File: config.mk
export PLATFORM = sky130hd
export DESIGN_NAME = uart_bit_timer
export DESIGN_NICKNAME = d
export VERILOG_FILES = /design/src/rtl/uart_bit_timer.sv
export SDC_FILE = /design/constraint.sdc
export NUM_CORES = 1
export LEC_CHECK = 0
export ABC_AREA = 1
export CAP_MARGIN = 20
export CORE_MARGIN = 8
export CORE_UTILIZATION = 45
export CTS_CLUSTER_DIAMETER = 120
export DETAILED_ROUTE_END_ITERATION = 12
export PLACE_DENSITY = 0.69
export SLEW_MARGIN = 20
export SYNTH_ARGS = -nofsm -noshare
export SYNTH_HDL_FRONTEND = slang
export SYNTH_SLANG_ARGS = --single-unit
File: constraint.sdc
create_clock -name clk -period 2.6 [get_ports clk]
set_input_delay 0.78 -clock clk [delete_from_list [all_inputs] [get_ports clk]]
set_output_delay 0.78 -clock clk [all_outputs]
set_load 0.02 [all_outputs]
File: src/rtl/uart_bit_timer.sv
// UART receive bit timer: paces start, data, parity and stop bit mid-point
// strobes for one frame, with the frame configuration captured at start.
module uart_bit_timer #(
   parameter  int unsigned CNT_W    = 14,
   parameter  int unsigned MAX_DATA = 9,
   localparam int unsigned IDX_W    = $clog2(MAX_DATA + 1)
) (
   input  logic             clk,
   input  logic             rst,
   input  logic             start,
   input  logic             abort,
   input  logic             enable_timer,
   input  logic [CNT_W-1:0] bit_period,
   input  logic [IDX_W-1:0] data_size,
   input  logic             parity_en,
   input  logic             two_stop,
   output logic             start_strobe,
   output logic             shift_enable,
   output logic             parity_strobe,
   output logic             stop_strobe,
   output logic             packet_done,
   output logic [IDX_W-1:0] bit_index,
   output logic             busy
);

   typedef enum logic [2:0] {
      IDLE   = 3'd0,
      START  = 3'd1,
      DATA   = 3'd2,
      PARITY = 3'd3,
      STOP   = 3'd4
   } state_t;

   state_t            state, state_n;
   logic [CNT_W-1:0]  cnt, cnt_n;
   logic [IDX_W-1:0]  idx_n;
   logic              stop_seen, stop_seen_n;

   // configuration captured when a frame is accepted
   logic [CNT_W-1:0]  per_q, per_n;
   logic [IDX_W-1:0]  size_q, size_n;
   logic              par_q, par_n;
   logic              two_q, two_n;

   logic              ss_n, sh_n, ps_n, st_n, pd_n, busy_n;

   logic [CNT_W-1:0]  eff_p;
   logic [CNT_W-1:0]  target;
   logic [IDX_W-1:0]  eff_d;
   logic              hit;

   // effective period/size and the phase-counter terminal decode
   always_comb begin
      eff_p  = (per_q < CNT_W'(2)) ? CNT_W'(2) : per_q;
      eff_d  = size_q;
      if (size_q == '0)
         eff_d = IDX_W'(1);
      else if (size_q > IDX_W'(MAX_DATA))
         eff_d = IDX_W'(MAX_DATA);
      target = (state == START) ? (eff_p >> 1) : eff_p;
      hit    = enable_timer && (cnt == (target - CNT_W'(1)));
   end

   // next-state, counter and strobe decode; abort overrides everything
   always_comb begin
      state_n     = state;
      cnt_n       = cnt;
      idx_n       = bit_index;
      stop_seen_n = stop_seen;
      per_n       = per_q;
      size_n      = size_q;
      par_n       = par_q;
      two_n       = two_q;
      ss_n        = 1'b0;
      sh_n        = 1'b0;
      ps_n        = 1'b0;
      st_n        = 1'b0;
      pd_n        = 1'b0;

      if (abort) begin
         state_n     = IDLE;
         cnt_n       = '0;
         idx_n       = '0;
         stop_seen_n = 1'b0;
      end else if (state == IDLE) begin
         if (start) begin
            state_n     = START;
            cnt_n       = '0;
            idx_n       = '0;
            stop_seen_n = 1'b0;
            per_n       = bit_period;
            size_n      = data_size;
            par_n       = parity_en;
            two_n       = two_stop;
         end
      end else if (enable_timer) begin
         if (!hit) begin
            cnt_n = cnt + CNT_W'(1);
         end else begin
            cnt_n = '0;
            case (state)
               START: begin
                  ss_n    = 1'b1;
                  state_n = DATA;
               end
               DATA: begin
                  sh_n  = 1'b1;
                  idx_n = bit_index + IDX_W'(1);
                  if (bit_index == (eff_d - IDX_W'(1)))
                     state_n = par_q ? PARITY : STOP;
               end
               PARITY: begin
                  ps_n    = 1'b1;
                  state_n = STOP;
               end
               STOP: begin
                  st_n = 1'b1;
                  if (!two_q || stop_seen) begin
                     pd_n        = 1'b1;
                     stop_seen_n = 1'b0;
                     state_n     = IDLE;
                  end else begin
                     stop_seen_n = 1'b1;
                  end
               end
               default: begin
                  state_n = IDLE;
               end
            endcase
         end
      end

      busy_n = (state_n != IDLE);
   end

   // state, counters, captured configuration and registered outputs
   always_ff @(posedge clk) begin
      if (rst) begin
         state         <= IDLE;
         cnt           <= '0;
         bit_index     <= '0;
         stop_seen     <= 1'b0;
         per_q         <= '0;
         size_q        <= '0;
         par_q         <= 1'b0;
         two_q         <= 1'b0;
         start_strobe  <= 1'b0;
         shift_enable  <= 1'b0;
         parity_strobe <= 1'b0;
         stop_strobe   <= 1'b0;
         packet_done   <= 1'b0;
         busy          <= 1'b0;
      end else begin
         state         <= state_n;
         cnt           <= cnt_n;
         bit_index     <= idx_n;
         stop_seen     <= stop_seen_n;
         per_q         <= per_n;
         size_q        <= size_n;
         par_q         <= par_n;
         two_q         <= two_n;
         start_strobe  <= ss_n;
         shift_enable  <= sh_n;
         parity_strobe <= ps_n;
         stop_strobe   <= st_n;
         packet_done   <= pd_n;
         busy          <= busy_n;
      end
   end

endmodule

==> results of run 1 <==
[repair_timing]
action,CTS,global route
endpoints found under the setup margin,23,28
gates cloned,0,1
resized for setup,9,29
pin swaps,10,20
[cell usage in the layout (no fill, tap or decap), types with 17 or more instances in the layout]
cell and n:
a21oi_1 26, buf_4 40, clkdlybuf4s50_1 34, dfxtp_1 45, inv_1 57, nand2_1 107
nand3_1 25, nor2_1 41, o21ai_0 28, xor2_1 17
[cell type report]
| cell class | instances | area, um^2 |
|---|---|---|
| timing repair buffer | 80 | 748 |
| inverter | 67 | 254 |
| clock inverter | 3 | 22.5 |
| clock buffer | 5 | 68.8 |
| tap | 99 | 124 |
| fill | 627 | 2800 |
| multi-input combinational | 359 | 2120 |
| sequential | 48 | 965 |
[path summary, 6_finish.rpt]
kind | startpoint | endpoint | slack (ns) | cells after the start
setup / recovery | per_q[10] | bit_index[2] | -0.08 | 22
hold reg to reg | size_q[0] | size_q[0] | 0.49 | 2
hold / removal | size_q[0] | size_q[0] | 0.49 | 2
setup reg to reg | per_q[10] | bit_index[2] | -0.08 | 22
[cell families (layout without fill, tap and decap cells)]
family	count (synthesis)	in the layout	share of synthesized area, %
buf+inv	77	155	9.97
fa+ha+maj	4	4	1.55
compound gates	73	73	13.1
simple gates	262	262	40.3
xor+xnor	20	20	5.41
flops	48	48	29.7
[metal layers]
metal	share of wire, %	wire (um)	GRT usage, %
met5	0	0	0
met4	3.1	269	6.74
met3	3.7	323	2.56
met1	44	3890	20.5
met2	49	4300	31.5
[worst max-delay path, delay by kind of cell (launching register included)]
family	cells	cell delay, ns
AND/OR/NAND/NOR	18	1.82
AO/OA/AOI/OAI	1	0.05
flip-flops	1	0.35
buffers and inverters	2	0.18
adder cells (fa/ha/maj)	1	0.15
[power breakdown]
group / total (mW) / switching, mW / leakage [nW] / internal (mW)
registers: 0.776 / 0.0169 / 0.392 / 0.759
logic: 0.646 / 0.380 / 1.45 / 0.266
clock network: 0.472 / 0.279 / 0.0485 / 0.193
[sequential cells by signal, summed over array words and instances (netlist names)]
| signal | count |
|---|---|
| two_q | 1 |
| packet_done | 1 |
| size_q | 4 |
| busy | 1 |
| per_q | 14 |
| bit_index | 4 |
| parity_strobe | 1 |
| cnt | 14 |
| state | 3 |
| par_q | 1 |
| stop_seen | 1 |
| shift_enable | 1 |
| start_strobe | 1 |
| stop_strobe | 1 |
==> key figures, run 1 <==
Clocking
  • CTS tree: yes
  • Clock transition at path regs: 0.10 ns
  • # hold bufs at CTS: 0
  • Worst-Skew Late Latency: 0.31 ns
  • Clk sinks: 48
  • Clock root buffer: clkbuf_8
  • Max Root-Sink Buffers: 2
  • Post-CTS setup buffers: 0
  • Total CTS buffers: 5
  • CTS H-tree depth: 2

Setup path
  • Crit-path max cell delay: 0.35 ns
  • Worst Path Required: 2.80 ns
  • Max Fanout on Critical Path: 7
  • Critical Path AT: 2.88 ns
  • CP Class: reg2reg
  • Most frequent CP cell: nand2_1
  • Endpoint class of the critical path: flop
  • Slowest cell on crit path: dfxtp_2
  • Crit-path cells: nor2_1 > nand2_1 > nor2_1 > nand2_2 > nand3_2 > nand2_4 > inv_4 > ha_4 > nand3_4 > nor2_4 > nand2_1 > nand2_1 > nand3_2 > nor2_1 > nand3_1 > nor2_4 > nand3_4 > nand2_4 > buf_12 > nand3_4 > nand2_1 > a21oi_2
  • Startpoint types: flop

Synthesis
  • Ys Warns: 0
  • Synth Register Bits: between 40 and 50
  • Synthesized cell area: 3240 um^2
  • Leading area contributor after synthesis: dfxtp_1
  • Top cell type's share of synthesized area: 29.7%
  • Mapped Nets: 513
  • Largest cells by area after synthesis: dfxtp_1, nand2_1, inv_1, nor2_1, nand3_1
  • Syn avg cell area: between 6 and 7 um^2
  • Count leader, synth: nand2_1
  • Asr flop ratio synth: 0%
  • Post-synth EDFFs: 0
  • Most frequent cells after synthesis: nand2_1, inv_1, dfxtp_1, nor2_1, nand3_1
  • Seq/Total Area, Yosys: 29.7%
  • Syn Inst Count: 484
  • Synth unique cells: 38
  • Post-synth top flop: dfxtp_1

Layout
  • ANT cells: 0
  • Fin util: 60.6%
  • Final Non-Filler Cells: between 600 and 700
  • Final Cell Area: 4300 um^2
  • Area Growth Syn to Fin: 32.8%
  • Share of cells above drive strength 1: 26.0%
  • Layout Nets: roughly 600

STA
  • Max Clock Skew: 0.00469 ns
  • Setup WS post-layout: -0.0788 ns
  • Max_slew headroom: just over 70%
  • Fin crit share: 103%
  • RSZ-0062 raised after global routing: yes
  • Final TNS setup: -1.10 ns
  • Final setup viols: 20
  • Minimum clock period: 2.68 ns
  • Slew of the pin with the lowest slew margin: between 0.4 and 0.5 ns
  • Final hold violations: 0
  • Slew Viols, Final: 0
  • Max Clock Freq: 0.373 GHz
  • Hold_ws: between 0.4 and 0.5 ns

GRT
  • Vias in the first global route: around 3300
  • Global route overflow: 0
  • First-pass GRT wire length: 14500 um
  • GRT Util Overall: 17.6%
  • Initial antenna violation count: 0
  • Largest net degree at the start of global routing: 25

Place
  • Setup WS pre-CTS: -0.0957 ns
  • Dpl cell area: 4030 um^2
  • Post-DP HPWL: 7010 um
  • I/O Buffers: 34
  • Placed Cells: about 650
  • Gpl congestion: 0.899

Floorplan
  • IO Pins: 35
  • Die width: 101 um
  • Die area: between 10000 and 15000 um^2
  • Row count: 31
  • Die Ht: 101 um
  • Starting density of the core: 45.6%
  • Core ar.: 7100 um^2

Route
  • DRC: 0
  • Drt via density: 5.08
  • DR vias: roughly 3400
  • Antenna Nets Post-Route: 0
  • Drt wl/cell: ~13 um
  • Detailed Route WL: 8790 um
  • Initial DRC count: 202
  • Drt first pass iters: 4

Pwr
  • Cell Pwr Density: 441 nW/um^2
  • Leak pwr: around 1.9 nW
  • Peak VDD IR: 0.303 mV
  • Total design power: 1.89 mW

Job
  • Maxcap violations: 0

Outcome
  • Failing checks: setup timing
  • Status: finished with violations

Worst hold path
  • Hold crit path type: reg2reg
(Power assumes the default switching activity.)
==> run 2: changes to the inputs <==
--- a/config.mk
+++ b/config.mk
@@ -8,11 +8,10 @@
 export ABC_AREA = 1
 export CAP_MARGIN = 20
 export CORE_MARGIN = 8
-export CORE_UTILIZATION = 45
+export CORE_UTILIZATION = 52
 export CTS_CLUSTER_DIAMETER = 120
 export DETAILED_ROUTE_END_ITERATION = 12
-export PLACE_DENSITY = 0.69
-export SLEW_MARGIN = 20
+export PLACE_DENSITY_LB_ADDON = 0.25
 export SYNTH_ARGS = -nofsm -noshare
 export SYNTH_HDL_FRONTEND = slang
 export SYNTH_SLANG_ARGS = --single-unit
==> key figures, run 2 (same netlist as run 1, synthesis figures left out) <==
STA
  • Max Clock Skew: 0.00905 ns (was 0.00469 ns)
  • Final hold violations: 0 (unchanged)
  • Slew of the pin with the lowest slew margin: 0.465 ns (was 0.436 ns)
  • Hold_ws: 0.478 ns (was 0.485 ns)
  • RSZ-0062 raised after global routing: yes (unchanged)
  • Max_slew headroom: 68.7% (was 70.7%)
  • Fin crit share: 109% (was 103%)
  • Max Clock Freq: 0.354 GHz (was 0.373 GHz)
  • Setup WS post-layout: -0.227 ns (was -0.0788 ns)
  • Minimum clock period: 2.83 ns (was 2.68 ns)
  • Final setup viols: 28 (was 20)
  • Slew Viols, Final: 0 (unchanged)

Pwr
  • Seq pwr share: 38.8% (was 41.0%)
  • Peak VDD IR: 0.342 mV (was 0.303 mV)
  • P_int: 1.28 mW (was 1.22 mW)
  • Cell Pwr Density: 441 nW/um^2 (about the same)
  • Leak pwr: 2.02 nW (was 1.89 nW)
  • Switch share: 36.3% (was 35.7%)
  • P_sw: 0.728 mW (was 0.676 mW)
  • Total design power: 2.01 mW (was 1.89 mW)
  • Clock power frac: 23.8% (was 24.9%)
  • Gate power share: 37.4% (was 34.1%)

Layout
  • Final Cell Area: 4550 um^2 (was 4300 um^2)
  • Share of cells above drive strength 1: 31.6% (was 26.0%)
  • Layout Nets: 611 (was 590)
  • Biggest regs: cnt: 14 flops, per_q: 14 flops (unchanged)
  • Fin util: 76.3% (was 60.6%)
  • Commonest non-fill, non-tap cells in the layout: nand2_1, buf_4, inv_1, dfxtp_1, nor2_1 (was nand2_1, inv_1, dfxtp_1, nor2_1, buf_4)
  • Commonest non-fill, non-tap cell in the layout: nand2_1 (unchanged)
  • ANT cells: 0 (unchanged)
  • Area Growth Syn to Fin: 40.4% (was 32.8%)

GRT
  • Initial antenna violation count: 0 (unchanged)
  • GRT Util Overall: 20.3% (was 17.6%)
  • Vias in the first global route: 3312 (was 3269)
  • Top Usage Layer GRT: met2 (unchanged)
  • Grt met3 use: 3.10% (was 2.56%)
  • Met2 Usage GRT: 37.0% (was 31.5%)
  • First-pass GRT wire length: 14700 um (was 14500 um)
  • Largest net degree at the start of global routing: 28 (was 25)
  • GRT met1 Usage: 23.6% (was 20.5%)
  • Global route overflow: 0 (unchanged)

Route
  • Antenna Nets Post-Route: 0 (unchanged)
  • DRC: 0 (unchanged)
  • Drt via density: 5.36 (was 5.08)
  • Drt first pass iters: 7 (was 4)
  • Drt wl/cell: 14.5 um (was 13.3 um)
  • DR vias: 3528 (was 3357)
  • Initial DRC count: 203 (was 202)
  • Detailed Route WL: 9570 um (was 8790 um)

Worst hold path
  • Hold crit path type: reg2reg (unchanged)
  • Worst Hold Depth: 2 (unchanged)

Setup path
  • Max Fanout on Critical Path: 5 (was 7)
  • Crit-path max cell delay: 0.35 ns (about the same)
  • Endpoint class of the critical path: flop (unchanged)
  • Startpoint types: flop (unchanged)
  • CP Class: reg2reg (unchanged)
  • Worst Path Required: 2.81 ns (was 2.80 ns)
  • Critical Path AT: 3.04 ns (was 2.88 ns)
  • Crit-path cells: nor2_1 > nand2_1 > nor2_2 > nand2_2 > buf_6 > nand3_4 > nand2_2 > ha_4 > buf_6 > nand2_1 > nand2_1 > nand2_1 > nand3_2 > nor2_2 > nand3_2 > nor2_4 > nand3_4 > nand2_4 > nand2_4 > nand2_4 > clkbuf_16 > nor2_2 (was nor2_1 > nand2_1 > nor2_1 > nand2_2 > nand3_2 > nand2_4 > inv_4 > ha_4 > nand3_4 > nor2_4 > nand2_1 > nand2_1 > nand3_2 > nor2_1 > nand3_1 > nor2_4 > nand3_4 > nand2_4 > buf_12 > nand3_4 > nand2_1 > a21oi_2)
  • Bufs and invs on worst path: 3 (was 2)
  • Reg2reg path depth: 22 (unchanged)
  • Instance count on the critical path: 22 (unchanged)
  • Slowest cell on crit path: dfxtp_2 (unchanged)
  • Most frequent CP cell: nand2_1 (unchanged)
  • Top delay family on crit path: simple AND/OR/NAND/NOR gates (unchanged)

Clocking
  • Total CTS buffers: 5 (unchanged)
  • Worst-Skew Late Latency: 0.31 ns (about the same)
  • Clock transition at path regs: 0.10 ns (about the same)
  • Clk sinks: 48 (unchanged)
  • Max Root-Sink Buffers: 2 (unchanged)
  • CTS tree: yes (unchanged)
  • # hold bufs at CTS: 0 (unchanged)
  • Clock root buffer: clkbuf_8 (unchanged)
  • CTS H-tree depth: 2 (unchanged)

Outcome
  • Status: finished with violations (unchanged)
  • Failing checks: setup timing (unchanged)

Place
  • Gpl congestion: 0.996 (was 0.899)
  • Setup WS pre-CTS: -0.0966 ns (was -0.0957 ns)
  • Dpl cell area: 4040 um^2 (was 4030 um^2)
  • Post-DP HPWL: 7100 um (was 7010 um)
  • I/O Buffers: 34 (unchanged)

Floorplan
  • Die width: 94.9 um (was 101 um)
  • Die area: 9010 um^2 (was 10200 um^2)
  • Row count: 28 (was 31)
  • Core ar.: 5960 um^2 (was 7100 um^2)
  • Die Ht: 94.9 um (was 101 um)
  • IO Pins: 35 (unchanged)
  • Starting density of the core: 54.4% (was 45.6%)

Job
  • Maxcap violations: 0 (unchanged)
==> run 2: cell count changes in the layout (fill, tap and decap cells not counted), moves of 4 or more <==
cell	before	now
buf_4	40	55
buf_6	2	7
dfxtp_1	45	40
dfxtp_2	3	8
inv_1	57	52
inv_2	8	12
nand2_1	107	101
nand2_2	15	19
nand3_1	25	21
nand3_4	4	8
==> run 2: power by group through the flow <==
stage,clock network [mW],logic (mW),registers (mW)
final,0.477,0.750,0.778
after detailed placement,0,0.622,0.792
after floorplan,0,0.402,0.793
after global placement,0,0.609,0.791
after global routing,0.517,0.808,0.781
after CTS,0.486,0.634,0.776
==> run 2: final timing paths <==
kind / from / end / slack [ns]
setup reg to reg: per_q[11] / cnt[3] / -0.23
hold / removal: size_q[0] / size_q[0] / 0.48
setup / recovery: per_q[11] / cnt[3] / -0.23
hold reg to reg: size_q[0] / size_q[0] / 0.48
==> run 2: metal layers <==
metal  wire length [um]  vias up
li1                   -     1759
met1               4050     1650
met2               4990       94
met3                332       25
met4                192        0
met5                  0        -
==> run 2: area by class of cell <==
type	count	area [um^2]
clock buffers	5	68.8
flip-flops and latches	48	971
inverters	67	256
multi-input cells	359	2190
well taps	75	93.8
fillers	447	1410
clock inverters	3	25.0
repair buffers	101	942
==> run 2: repair_timing <==
| item | 4_1_cts | 5_1_grt |
|---|---|---|
| endpoints found under the setup margin | 20 | 28 |
| resized for setup | 11 | 59 |
| pin swaps | 9 | 21 |
| setup buffers | 1 | 14 |
| gates cloned | 0 | 2 |
==> run 2: stage by stage <==
step / setup TNS, ns / std cells
finish: -5.02 / 658
global route: -8.17 / 658
CTS: 0 / 642
detailed placement: -0.949 / 633
global placement: -0.117 / 633
floorplan: 0 / 484
==> run 2: worst min-delay path: stages (launching register included) <==
cell,delay (ns)
dfxtp_1,0.32
inv_1,0.06
a21oi_1,0.06
==> edit 1 (config.mk and constraints of run 2) <==
The 5 states of `state_t` get a one-hot encoding in 5 bits.
--- a/src/rtl/uart_bit_timer.sv
+++ b/src/rtl/uart_bit_timer.sv
@@ -24,10 +24,10 @@
 );
 
-   typedef enum logic [2:0] {
-      IDLE   = 3'd0,
-      START  = 3'd1,
-      DATA   = 3'd2,
-      PARITY = 3'd3,
-      STOP   = 3'd4
+   typedef enum logic [4:0] {
+      IDLE   = 5'b00001,
+      START  = 5'b00010,
+      DATA   = 5'b00100,
+      PARITY = 5'b01000,
+      STOP   = 5'b10000
    } state_t;
 
Check against the original RTL: same outputs for any inputs over 10 cycles, from zero or initial values and one cycle with rst high; not proved beyond that.
==> edit 1 against run 2 <==
  * The run still ends with setup timing left
  * Synthesized area increased by 2.6%
  * Final area shrank 1.5%
  * Largest cell class unchanged
  * Largest power group is now combinational logic
  * Maximum frequency rose by 2.4%
  * Synthesized cell count is 11% higher
  * Wire length is 3.8% higher
  * Sequential cell count grew 2
  * Power is 17% higher
  * Worst setup slack improved by 0.067 ns
==> edit 1: results (changes against run 2) <==
----------------------------------------------------
[Outcome]
  Status ... finished with violations
  Violations in the final reports ... setup timing

[STA]
  Post-route setup slack ... -0.161 ns (+0.0667 ns)
  Headroom to the max-slew limit ... 63.6% (-5.2 points)
  Setup-failing EPs final ... 16 (-43%)
  Worst setup skew after layout ... 0.00742 ns (-0.00163 ns)

[Yosys]
  Async SR Flop Fraction ... 0% (unchanged)
  Count of cell types in the netlist ... 33 (-13%)
  Seq/Total Area, Yosys ... 30.1% (+0.46 points)
  Ranking of synthesized cells by instance count ... sky130_fd_sc_hd__nand2_1 (145), sky130_fd_sc_hd__inv_1 (68), sky130_fd_sc_hd__nor2_1 (63)
  Post-Synthesis Net Count ... 568 (+11%)
  Syn. warnings ... 0 (unchanged)
  Primary flip-flop cell chosen by synthesis mapping ... sky130_fd_sc_hd__dfxtp_1
  Largest cells by area after synthesis ... sky130_fd_sc_hd__dfxtp_1 (30%), sky130_fd_sc_hd__nand2_1 (16%), sky130_fd_sc_hd__inv_1 (7.7%), sky130_fd_sc_hd__nor2_1 (7.1%), sky130_fd_sc_hd__nand3_1 (7.1%)

[Clocking]
  Clock Tree Buf Depth ... 2 (unchanged)
  Number of buffers created by CTS ... 5 (unchanged)
  Source-to-sink clock delay at the later pin of the worst-skew pair ... 0.31 ns (about the same)
  Clock slew seen by the registers of the worst setup and hold paths ... 0.09 ns
  Maximum level of the CTS H-tree ... 2 (unchanged)
  Root buffer selected by CTS ... sky130_fd_sc_hd__clkbuf_8

[Place]
  Weighted congestion reported at the end of routability-driven placement ... 0.947 (-4.9%)
  PortBufs ... 34 (unchanged)
  Placed wire-length estimate ... 7.24 mm (+2.1%)

[Power]
  Pleak ... 2.05 nW (+1.6%)
  Peak supply drop ... 0.353 mV (+3.4%)

[Finish]
  Leading registers by flop count ... cnt (14), per_q (14), state (5)
  Antenna diode count ... 0 (unchanged)
  Share of layout cells above drive strength 1 ... 21.0% (-11 points)
  Fill cell instance count of the final layout ... 526 (+18%)
  Final net count ... 653 (+6.9%)

[Setup path]
  Critical Path AT ... 2.97 ns (-0.07 ns)
  Worst path slowest cell ... sky130_fd_sc_hd__dfxtp_2
  Largest fanout of any net on the critical path ... 22 (+17)
  Worst path max stage delay ... 0.34 ns
  Cell type group with the largest total delay on the critical path ... simple AND/OR/NAND/NOR gates

[Route]
  Iteration count of the initial detailed-routing pass ... 5 (-2)
  Wire length reported by the detailed router ... 9.93 mm (+3.8%)
  Starting DRT DRC Count ... 356 (+75%)
  Number of vias after detailed routing ... 3762 (+6.6%)

[Min path]
  Hold WC Path Type ... reg2reg

[GRT]
  Largest net degree at the start of global routing ... 40 (+43%)
  Number of global-route vias before repair ... 3624 (+9.4%)
  Wire length of the first global-routing pass ... 15.8 mm (+8.0%)
  Number of antenna violations at the first check in global routing ... 0 (unchanged)
  Gr usage total ... 21.7% (+1.4 points)

----------------------------------------------------
[edit 1: final timing paths]
check	from	endpoint	slack, ns	depth (start not counted)
worst max-delay path	state[1]	busy	-0.16	21
worst min-delay path	stop_seen	stop_seen	0.49	2
worst max register to register	state[1]	busy	-0.16	21
worst min register to register	stop_seen	stop_seen	0.49	2
[edit 1: cells by family (layout without fill, tap and decap cells)]
| kind of cell | count (synthesis) | after routing | synth area share (%) |
|---|---|---|---|
| compound gates | 64 | 64 | 9.94 |
| xor+xnor | 21 | 21 | 5.54 |
| fa+ha+maj | 4 | 4 | 1.51 |
| buf+inv | 87 | 173 | 10.5 |
| flops | 50 | 50 | 30.1 |
| simple gates | 313 | 313 | 42.4 |
[edit 1: what timing repair did]
action | in CTS | in global routing
pin swaps | 18 | 12
endpoints found under the setup margin | 28 | 30
gates cloned | 0 | 0
setup buffers | 2 | 4
gates resized for setup | 31 | 18
[edit 1: power by group]
part / internal [W] / leakage (nW) / switching (W)
logic: 0.000348 / 1.57 / 0.000505
registers: 0.000798 / 0.408 / 0.0000171
clock network: 0.000411 / 0.0714 / 0.000277
total: 0.00156 / 2.05 / 0.000799
[edit 1: cell type report]
class,instances,area [um^2],share of cell area [%]
flip-flops and latches,50,1010,22.5
well taps,77,96.3,2.15
repair buffers,92,787,17.6
multi-input cells,402,2170,48.4
inverters,73,274,6.12
clock inverters,2,60.1,1.34
clock buffers,6,82.6,1.84
[edit 1: through the flow]
stage | hold WS (ns) | setup TNS [ns] | cell area, um^2 | std cells
finish | 0.486 | -1.39 | 4480 | 702
global route | 0.525 | -8.07 | 4480 | 702
CTS | 0.481 | -0.0829 | 4380 | 698
detailed placement | 0.475 | -2.34 | 4110 | 688
global placement | 0.478 | -1.38 | 4110 | 688
floorplan | 0.430 | 0 | 3360 | 539
[edit 1: per-layer routing]
metal	up-vias	global-route usage, %	part of all wire (%)
met5	-	0	0
met4	0	8.19	2.3
met3	26	3.59	5.5
met2	142	40.6	51
met1	1706	23.7	41
li1	1888	-	-
==> edit 2 (config.mk and constraints of run 2) <==
Made on the original files. `MAX_DATA`: 9 -> 18.
--- a/src/rtl/uart_bit_timer.sv
+++ b/src/rtl/uart_bit_timer.sv
@@ -3,5 +3,5 @@
 module uart_bit_timer #(
    parameter  int unsigned CNT_W    = 14,
-   parameter  int unsigned MAX_DATA = 9,
+   parameter  int unsigned MAX_DATA = 18,
    localparam int unsigned IDX_W    = $clog2(MAX_DATA + 1)
 ) (
Ports: changed (resized bit_index and data_size); port bits go from 35 to 37. No check against the original RTL was run, so the function may have changed too.
==> edit 2 against run 2 <==
  * The run still ends with setup timing left
  * Utilization is 9.1 points lower
  * Global-route usage fell by 1.5 points
  * Power shrank 1.7%
  * Worst setup slack improved by 0.028 ns
  * Synthesized area up 0.73%
  * Final area down 8.2%
  * Via count shrank 8.8%
  * First-iteration DRC count increased by 83%
  * Sequential cell count up 2
  * Non-clock buffer count down 26
  * Sequential share of layout area is 2.8 points higher
  * Clock skew is 0.00094 ns lower
  * Wire length shrank 14%
  * Hold slack better by 0.019 ns
==> edit 2: results (changes against run 2) <==
----------------------------------------------------
[Place]
  Placed wire-length estimate ... 6.34 mm (-11%)
  Post-Place Worst Slack ... -0.167 ns (-0.0703 ns)
  Weighted congestion reported at the end of routability-driven placement ... 0.888 (-11%)
  PortBufs ... 36 (+5.9%)

[Outcome]
  Violations in the final reports ... setup timing
  Status ... finished with violations

[Yosys]
  XOR/XNOR Fraction of Synth Area ... 7.79% (+2.4 points)
  Adder-cell share of the synthesized area ... 1.53% (-0.011 points)
  Proportion of synthesized area in mux cells ... 0% (unchanged)
  Count of cell types in the netlist ... 43 (+13%)
  Seq/Total Area, Yosys ... 30.7% (+1.0 points)
  Largest cells by area after synthesis ... sky130_fd_sc_hd__dfxtp_1 (31%), sky130_fd_sc_hd__nand2_1 (13%), sky130_fd_sc_hd__inv_1 (6.1%), sky130_fd_sc_hd__nor2_1 (5.6%), sky130_fd_sc_hd__nand3_1 (4.9%)
  Synthesized-area fraction occupied by ao, oa, aoi and oai cells ... 12.0% (-1.1 points)
  Ranking of synthesized cells by instance count ... sky130_fd_sc_hd__nand2_1 (110), sky130_fd_sc_hd__inv_1 (53), sky130_fd_sc_hd__dfxtp_1 (50)
  Post-Synthesis Net Count ... 508 (-0.97%)

[Route]
  Iteration count of the initial detailed-routing pass ... 4 (-3)
  Wire length reported by the detailed router ... 8.27 mm (-14%)
  Number of vias after detailed routing ... 3219 (-8.8%)
  Starting DRT DRC Count ... 372 (+83%)

[Power]
  Internal power summed over all cells ... 0.00134 W (+4.6%)
  Peak supply drop ... 0.367 mV (+7.4%)
  Pleak ... 1.81 nW (-10%)

[STA]
  Worst setup skew after layout ... 0.00811 ns (-0.000938 ns)
  Headroom to the max-slew limit ... 67.7% (-1.1 points)
  Worst Hold Slack ... 0.497 ns (+0.0190 ns)
  Post-route setup slack ... -0.199 ns (+0.0284 ns)
  Setup-failing EPs final ... 28 (unchanged)

[Min path]
  Worst Min Path Start ... size_q[3]
  Endpoint, Worst Hold ... size_q[3]

[Finish]
  Final net count ... 580 (-5.1%)
  Share of layout cells above drive strength 1 ... 21.6% (-10 points)

[Setup path]
  Worst path max stage delay ... 0.33 ns (-0.02 ns)
  Start of the worst register-to-register path ... per_q[11]
  Largest fanout of any net on the critical path ... 7 (+2)
  Terminus of the critical flop-to-flop path ... bit_index[2]

[GRT]
  Largest net degree at the start of global routing ... 32 (+14%)
  Wire length of the first global-routing pass ... 13.7 mm (-6.4%)
  Gr usage total ... 18.8% (-1.5 points)
  Number of global-route vias before repair ... 3122 (-5.7%)

----------------------------------------------------
## edit 2: cell type report
cell class	count	area, um^2
inverters	58	223
multi-input cells	360	2060
repair buffers	75	677
clock inverters	3	45.0
fillers	551	2030
well taps	77	96.3
clock buffers	5	68.8
flip-flops and latches	50	1010
## edit 2: tightest hold or removal path, cell delays in order, from the launching register on
cell and delay, ns:
sky130_fd_sc_hd__dfxtp_1 0.33, sky130_fd_sc_hd__inv_1 0.07, sky130_fd_sc_hd__a21oi_1 0.06
## edit 2: power by group through the flow
stage	Sequential, W	Combinational, W	Clock [W]
2_1_floorplan	0.000825	0.000400	0
3_3_place_gp	0.000824	0.000562	0
3_5_place_dp	0.000825	0.000576	0
5_1_grt	0.000811	0.000669	0.000606
6_report	0.000808	0.000603	0.000560
4_1_cts	0.000807	0.000590	0.000572
## edit 2: per-stage QoR
step           cell area [um^2]  utilization (%)  power [W]  std cells  TNS, ns
2_1_floorplan              3310                -    0.00122        478        0
3_3_place_gp               3960             63.9    0.00139        616    -1.01
3_5_place_dp               3960             63.9    0.00140        616    -2.78
4_1_cts                    4150             66.9    0.00197        627    -1.06
5_1_grt                    4180             67.3    0.00209        628   -11.60
6_report                   4180             67.3    0.00197        628    -3.91
## edit 2: cells by family (layout without fill, tap and decap cells)
kind of cell,Yosys count,after routing
AO/OA/AOI/OAI,70,70
XOR/XNOR,29,29
adder cells (fa/ha/maj),4,4
buffers and inverters,68,141
flip-flops,50,50
AND/OR/NAND/NOR,257,257
## edit 2: metal layers
layer | wire (um) | global-route usage (%) | vias up
met5 | 0 | 0 | -
met4 | 97 | 5.07 | 0
met3 | 387 | 3.94 | 9
met2 | 4400 | 35.4 | 51
met1 | 3390 | 20.6 | 1484
li1 | - | - | 1675
## edit 2: worst max path at each step
stage,startpoint,endpoint,slack (ns),cells past startpoint
after floorplan,state[0],cnt[8],0.01,22
after global placement,enable_timer,busy,-0.09,16
after detailed placement,enable_timer,cnt[3],-0.17,14
after CTS,per_q[11],bit_index[2],-0.09,22
after global routing,per_q[6],bit_index[2],-0.49,22
final,per_q[11],bit_index[2],-0.20,22
## edit 2: timing repair
item | 4_1_cts | 5_1_grt
pin swaps | 11 | 0
resized for setup | 12 | 6
hold buffers | 0 | 0
endpoints found under the setup margin | 24 | 29
setup buffers | 3 | 1
